===== config.mk =====
export PLATFORM = sky130hd
export DESIGN_NAME = majority_bist
export DESIGN_NICKNAME = d
export VERILOG_FILES = /design/src/rtl/majority_bist.sv
export SDC_FILE = /design/constraint.sdc
export NUM_CORES = 1
export LEC_CHECK = 0
export CELL_PAD_IN_SITES_DETAIL_PLACEMENT = 0
export CELL_PAD_IN_SITES_GLOBAL_PLACEMENT = 2
export CORE_MARGIN = 5
export CORE_UTILIZATION = 31
export CTS_CLUSTER_SIZE = 12
export DETAILED_ROUTE_END_ITERATION = 10
export PLACE_DENSITY_LB_ADDON = 0.15
export SLEW_MARGIN = 20
export SYNTH_ARGS = -nofsm -noshare
export SYNTH_HDL_FRONTEND = slang
export SYNTH_SLANG_ARGS = --single-unit

===== constraint.sdc =====
create_clock -name clk -period 3.3 [get_ports clk]
set_clock_uncertainty 0.2 [all_clocks]
set_input_delay 0.66 -clock clk [delete_from_list [all_inputs] [get_ports clk]]
set_output_delay 0.66 -clock clk [all_outputs]
set_load 0.02 [all_outputs]

===== src/rtl/majority_bist.sv =====
// BIST sequencer for a 4-input majority voter: steps all 16 input vectors,
// samples the voter after a settle time and records pass, mismatch count and first failing vector.
module majority_bist #(
  parameter int unsigned SETTLE = 1,
  parameter int unsigned THRESH = 3
) (
  input  logic       clk,
  input  logic       reset,
  input  logic       start,
  input  logic       dut_out,
  output logic       a,
  output logic       b,
  output logic       c,
  output logic       d,
  output logic       busy,
  output logic       done,
  output logic       pass,
  output logic [4:0] fail_count,
  output logic [3:0] first_fail_vec,
  output logic [1:0] dbg_state_o
);

  typedef enum logic [1:0] {
    IDLE  = 2'd0,
    APPLY = 2'd1,
    CHECK = 2'd2,
    DONE  = 2'd3
  } state_t;

  localparam logic [3:0] SETTLE_LAST = 4'(SETTLE - 1);
  localparam logic [2:0] THRESH_W    = 3'(THRESH);

  state_t     state_q, state_d;
  logic [3:0] index_q, index_d;
  logic [3:0] settle_q, settle_d;
  logic [3:0] vec_q, vec_d;
  logic       pass_q, pass_d;
  logic [4:0] fail_q, fail_d;
  logic [3:0] ffv_q, ffv_d;

  logic [2:0] ones;
  logic       expected;
  logic       mismatch;

  assign ones     = 3'(index_q[3]) + 3'(index_q[2]) + 3'(index_q[1]) + 3'(index_q[0]);
  assign expected = (ones >= THRESH_W);
  assign mismatch = (dut_out != expected);

  always_comb begin
    state_d  = state_q;
    index_d  = index_q;
    settle_d = settle_q;
    vec_d    = vec_q;
    pass_d   = pass_q;
    fail_d   = fail_q;
    ffv_d    = ffv_q;
    unique case (state_q)
      IDLE: begin
        vec_d = 4'd0;
        if (start) begin
          state_d  = APPLY;
          index_d  = 4'd0;
          settle_d = 4'd0;
          fail_d   = 5'd0;
          ffv_d    = 4'd0;
          pass_d   = 1'b0;
        end
      end
      APPLY: begin
        settle_d = settle_q + 4'd1;
        if (settle_q == SETTLE_LAST) begin
          state_d = CHECK;
        end
      end
      CHECK: begin
        if (mismatch) begin
          fail_d = fail_q + 5'd1;
          if (fail_q == 5'd0) begin
            ffv_d = index_q;
          end
        end
        // The run ends on the last vector rather than letting the index wrap.
        if (index_q == 4'd15) begin
          state_d = DONE;
          vec_d   = 4'd0;
          pass_d  = (fail_d == 5'd0);
        end else begin
          state_d  = APPLY;
          index_d  = index_q + 4'd1;
          settle_d = 4'd0;
          vec_d    = index_q + 4'd1;
        end
      end
      DONE: begin
        state_d = IDLE;
        vec_d   = 4'd0;
      end
      default: state_d = IDLE;
    endcase
  end

  always_ff @(posedge clk) begin
    if (reset) begin
      state_q  <= IDLE;
      index_q  <= 4'd0;
      settle_q <= 4'd0;
      vec_q    <= 4'd0;
      pass_q   <= 1'b0;
      fail_q   <= 5'd0;
      ffv_q    <= 4'd0;
    end else begin
      state_q  <= state_d;
      index_q  <= index_d;
      settle_q <= settle_d;
      vec_q    <= vec_d;
      pass_q   <= pass_d;
      fail_q   <= fail_d;
      ffv_q    <= ffv_d;
    end
  end

  assign {a, b, c, d}   = vec_q;
  assign busy           = (state_q == APPLY) || (state_q == CHECK);
  assign done           = (state_q == DONE);
  assign pass           = pass_q;
  assign fail_count     = fail_q;
  assign first_fail_vec = ffv_q;
  assign dbg_state_o    = state_q;

endmodule


==> reports/metrics.yaml <==
timing:
  setup_ws_ps: 334
  slew_viol_final: 0
  fin_setup_tns_ps: 0
  post-route-period-util_pct: 89.9
  finalSetupViolCount: 0
  rsz0062_at_grt: "false"
  slew-limit-headroom_pct: 59.2
  fin_crit_ps: 2970
  hold_viol: 0
  fmax_mhz: 337
  tightest_slew_ps: 613
clock_tree:
  path_clk_slew_ps: 100
  clkSinkCount: 24
  cts_resized: 0
  clock_latency_ps: 280
  htree_levels: 1
  cts-root-buf: "clkbuf_8"
  cts_tree: "yes"
  cts_hold_buf: 0
  cts_buffer_depth: 2
  cts_setup_buffers: 0
  cts_buffers: 3
logic_synthesis:
  synth_area_um2: 1400
  synth_top_cells_by_area: "dfxtp_1 (34%), ha_1 (11%), a21oi_1 (6.4%), nor2_1 (4.8%), nand4_1 (3.6%)"
  synth_top_family_by_area: "simple AND/OR/NAND/NOR gates"
  synth_top_area_share_pct: 34.3
  ys_seq_elements: 24
  syn_nets: 182
  synthMuxAreaShare_pct: 0.715
  syn_area_per_cell_um2: 8.49
  ys_warn_count: 0
  yosysTopAreaCell: "dfxtp_1"
  synth_edf_count: 0
  async_reset_ff_share_pct: 0
  yosys.area_share.simple_pct: 21.7
  synth_compound_area_share_pct: 21.2
  synth-seq-area-share_pct: 34.3
  synthFlopType: "dfxtp_1"
  synth_cell_types: 41
  postSynthCellCount: 165
  synth-adder-area-share_pct: 12.2
  synth-xor-area-share_pct: 5.45
critical_path:
  crit_chain: "inv_1, fa_1, inv_1, ha_1, ha_1, a21oi_4, xnor2_2, a211oi_2, a31oi_1, o41ai_2"
  cp_data_arrival_time_ps: 2940
  critPathBufInv: 2
  critPathLaunchType: "flop"
  critPathMaxStageDelay_ps: 550
  crit_end: "pass$_SDFFE_PP0P_"
  cp.depth: 10
  rr_worst_depth: 10
  reg2reg_to: "pass$_SDFFE_PP0P_"
  path_delay_family: "adder cells"
  cp_max_fo: 6
  crit_required_ps: 3270
  r2r-start: "index_q[0]$_SDFFE_PP0P_"
  crit_type: "flop to flop"
  r2r_slack_ps: 330
  slowest_stage: "fa_1"
  startpoint: "index_q[0]$_SDFFE_PP0P_"
  critPathCaptureType: "flop"
outcome:
  status: "finished clean"
route:
  antenna_left: 0
  avgRoutedWirePerCell_um: 14.9
  first_iter_violations: 62
  vias: 1262
  detail_route.first_pass.iterations: 4
  vias_per_cell: 5.30
  route.detailed.drc: 0
  totalWireLength_mm: 3.54
global_route:
  grt_overflow_total: 0
  grt_pass1_wl_mm: 6.01
  antenna_found_initial: 0
  grt_usage_pct: 12.2
  grt_max_degree: 24
  first_global_vias: 1227
die:
  io_pins: 22
  die_width_um: 77.2
  die_h_um: 77.2
  rows: 24
  die_area_um2: 5960
  coreArea_um2: 4350
  initial_core_util_pct: 32.2
min_path:
  hold_depth: 2
  hold_class: "flop to flop"
  min_from: "first_fail_vec[0]$_SDFFE_PP0P_"
placed_design:
  gp_congestion: 0.780
  hpwlAfterDp_mm: 2.59
  io_buffers: 21
  pre_cts_slack_ps: 380
cells_and_area:
  layout_common_cells: "dfxtp_1 (24), clkdlybuf4s50_1 (21), a21oi_1 (18), nor2_1 (18), ha_1 (12)"
  area_growth_pct: 23.8
  seqCellArea_um2: 480
  layout_commonest_cell: "dfxtp_1"
  multi_input_area_um2: 857
  diodes: 0
  fillCellCount: 424
  final_nets: 204
  drive_gt1_share_pct: 7.53
pwr:
  powerDensity_nw_per_um2: 488
  ir_worst_vdd_mv: 0.179
  leakagePower_uw: 0.000665
run:
  max_cap_violations: 0
state kept, by name, summed over array words and instances (netlist names):
| name | count |
|---|---|
| settle_q | 4 |
| vec_q | 4 |
| pass | 1 |
| index_q | 4 |
| first_fail_vec | 4 |
| dbg_state_o | 2 |
| fail_count | 5 |
worst min path at each step:
stage                                           to  slack (ps)
finish              first_fail_vec[0]$_SDFFE_PP0P_         290
global route        first_fail_vec[2]$_SDFFE_PP0P_         300
CTS                 first_fail_vec[2]$_SDFFE_PP0P_         290
floorplan                 settle_q[3]$_SDFFE_PP0P_         270
global placement             vec_q[2]$_SDFFE_PP0P_         270
detailed placement  first_fail_vec[2]$_SDFFE_PP0P_         280
power by group:
part	internal (uW)	leakage, uW	total [uW]	switching, uW
Sequential	304	0.000194	321	17.5
Clock	162	0.0000357	266	104
Combinational	93.5	0.000435	259	165
Total	560	0.000665	846	286
logic make-up after synthesis:
logic type	Yosys count
buffers and inverters	16
AO/OA/AOI/OAI	45
flip-flops	24
AND/OR/NAND/NOR	59
adder cells (fa/ha/maj)	13
XOR/XNOR	7
multiplexers	1
final cells by class:
class                           instances  area share (%)
Inverter                               11            2.38
Timing Repair Buffer                   22            12.6
Sequential cell                        24            27.7
Tap cell                               52            3.75
Clock inverter                          1            1.73
Multi-Input combinational cell        125            49.5
Clock buffer                            3            2.38
synthesized netlist by cell type (2+ instances only):
library cell / n
nand2b_1: 3
o21a_1: 2
a21oi_1: 18
o21ai_1: 4
nor2_1: 18
nand4b_1: 2
inv_1: 11
clkbuf_1: 3
buf_2: 2
ha_1: 12
nand3_1: 7
o21ai_2: 2
nand4_1: 8
nor3_1: 4
dfxtp_1: 24
o21ai_0: 6
nand2_1: 10
xor2_1: 4
a22oi_1: 3
per-layer routing:
layer | global-route usage (%) | vias to the layer above | share of wire, %
met1 | 15.6 | 598 | 47
met5 | 0 | - | 0
li1 | - | 628 | -
met4 | 3.78 | 0 | 1.3
met3 | 3.04 | 4 | 4.1
met2 | 20.2 | 32 | 47
through the flow:
| stage | instances | cell area [um2] | hold WS (ps) | utilization [%] | total power [uW] |
|---|---|---|---|---|---|
| 6_report | 238 | 1730 | 292 | 39.8 | 846 |
| 5_1_grt | 238 | 1730 | 302 | 39.8 | 896 |
| 4_1_cts | 238 | 1730 | 291 | 39.8 | 857 |
| 3_5_place_dp | 234 | 1660 | 279 | 38.2 | 588 |
| 3_3_place_gp | 234 | 1660 | 267 | 38.2 | 585 |
| 2_1_floorplan | 165 | 1400 | 274 | - | 502 |
tightest hold or removal path, cell delays in order, from the launching register on:
cell,delay (ps)
dfxtp_1,320
o21ai_1,70
a21oi_1,60
No activity file was read; power rests on OpenSTA's default activity.
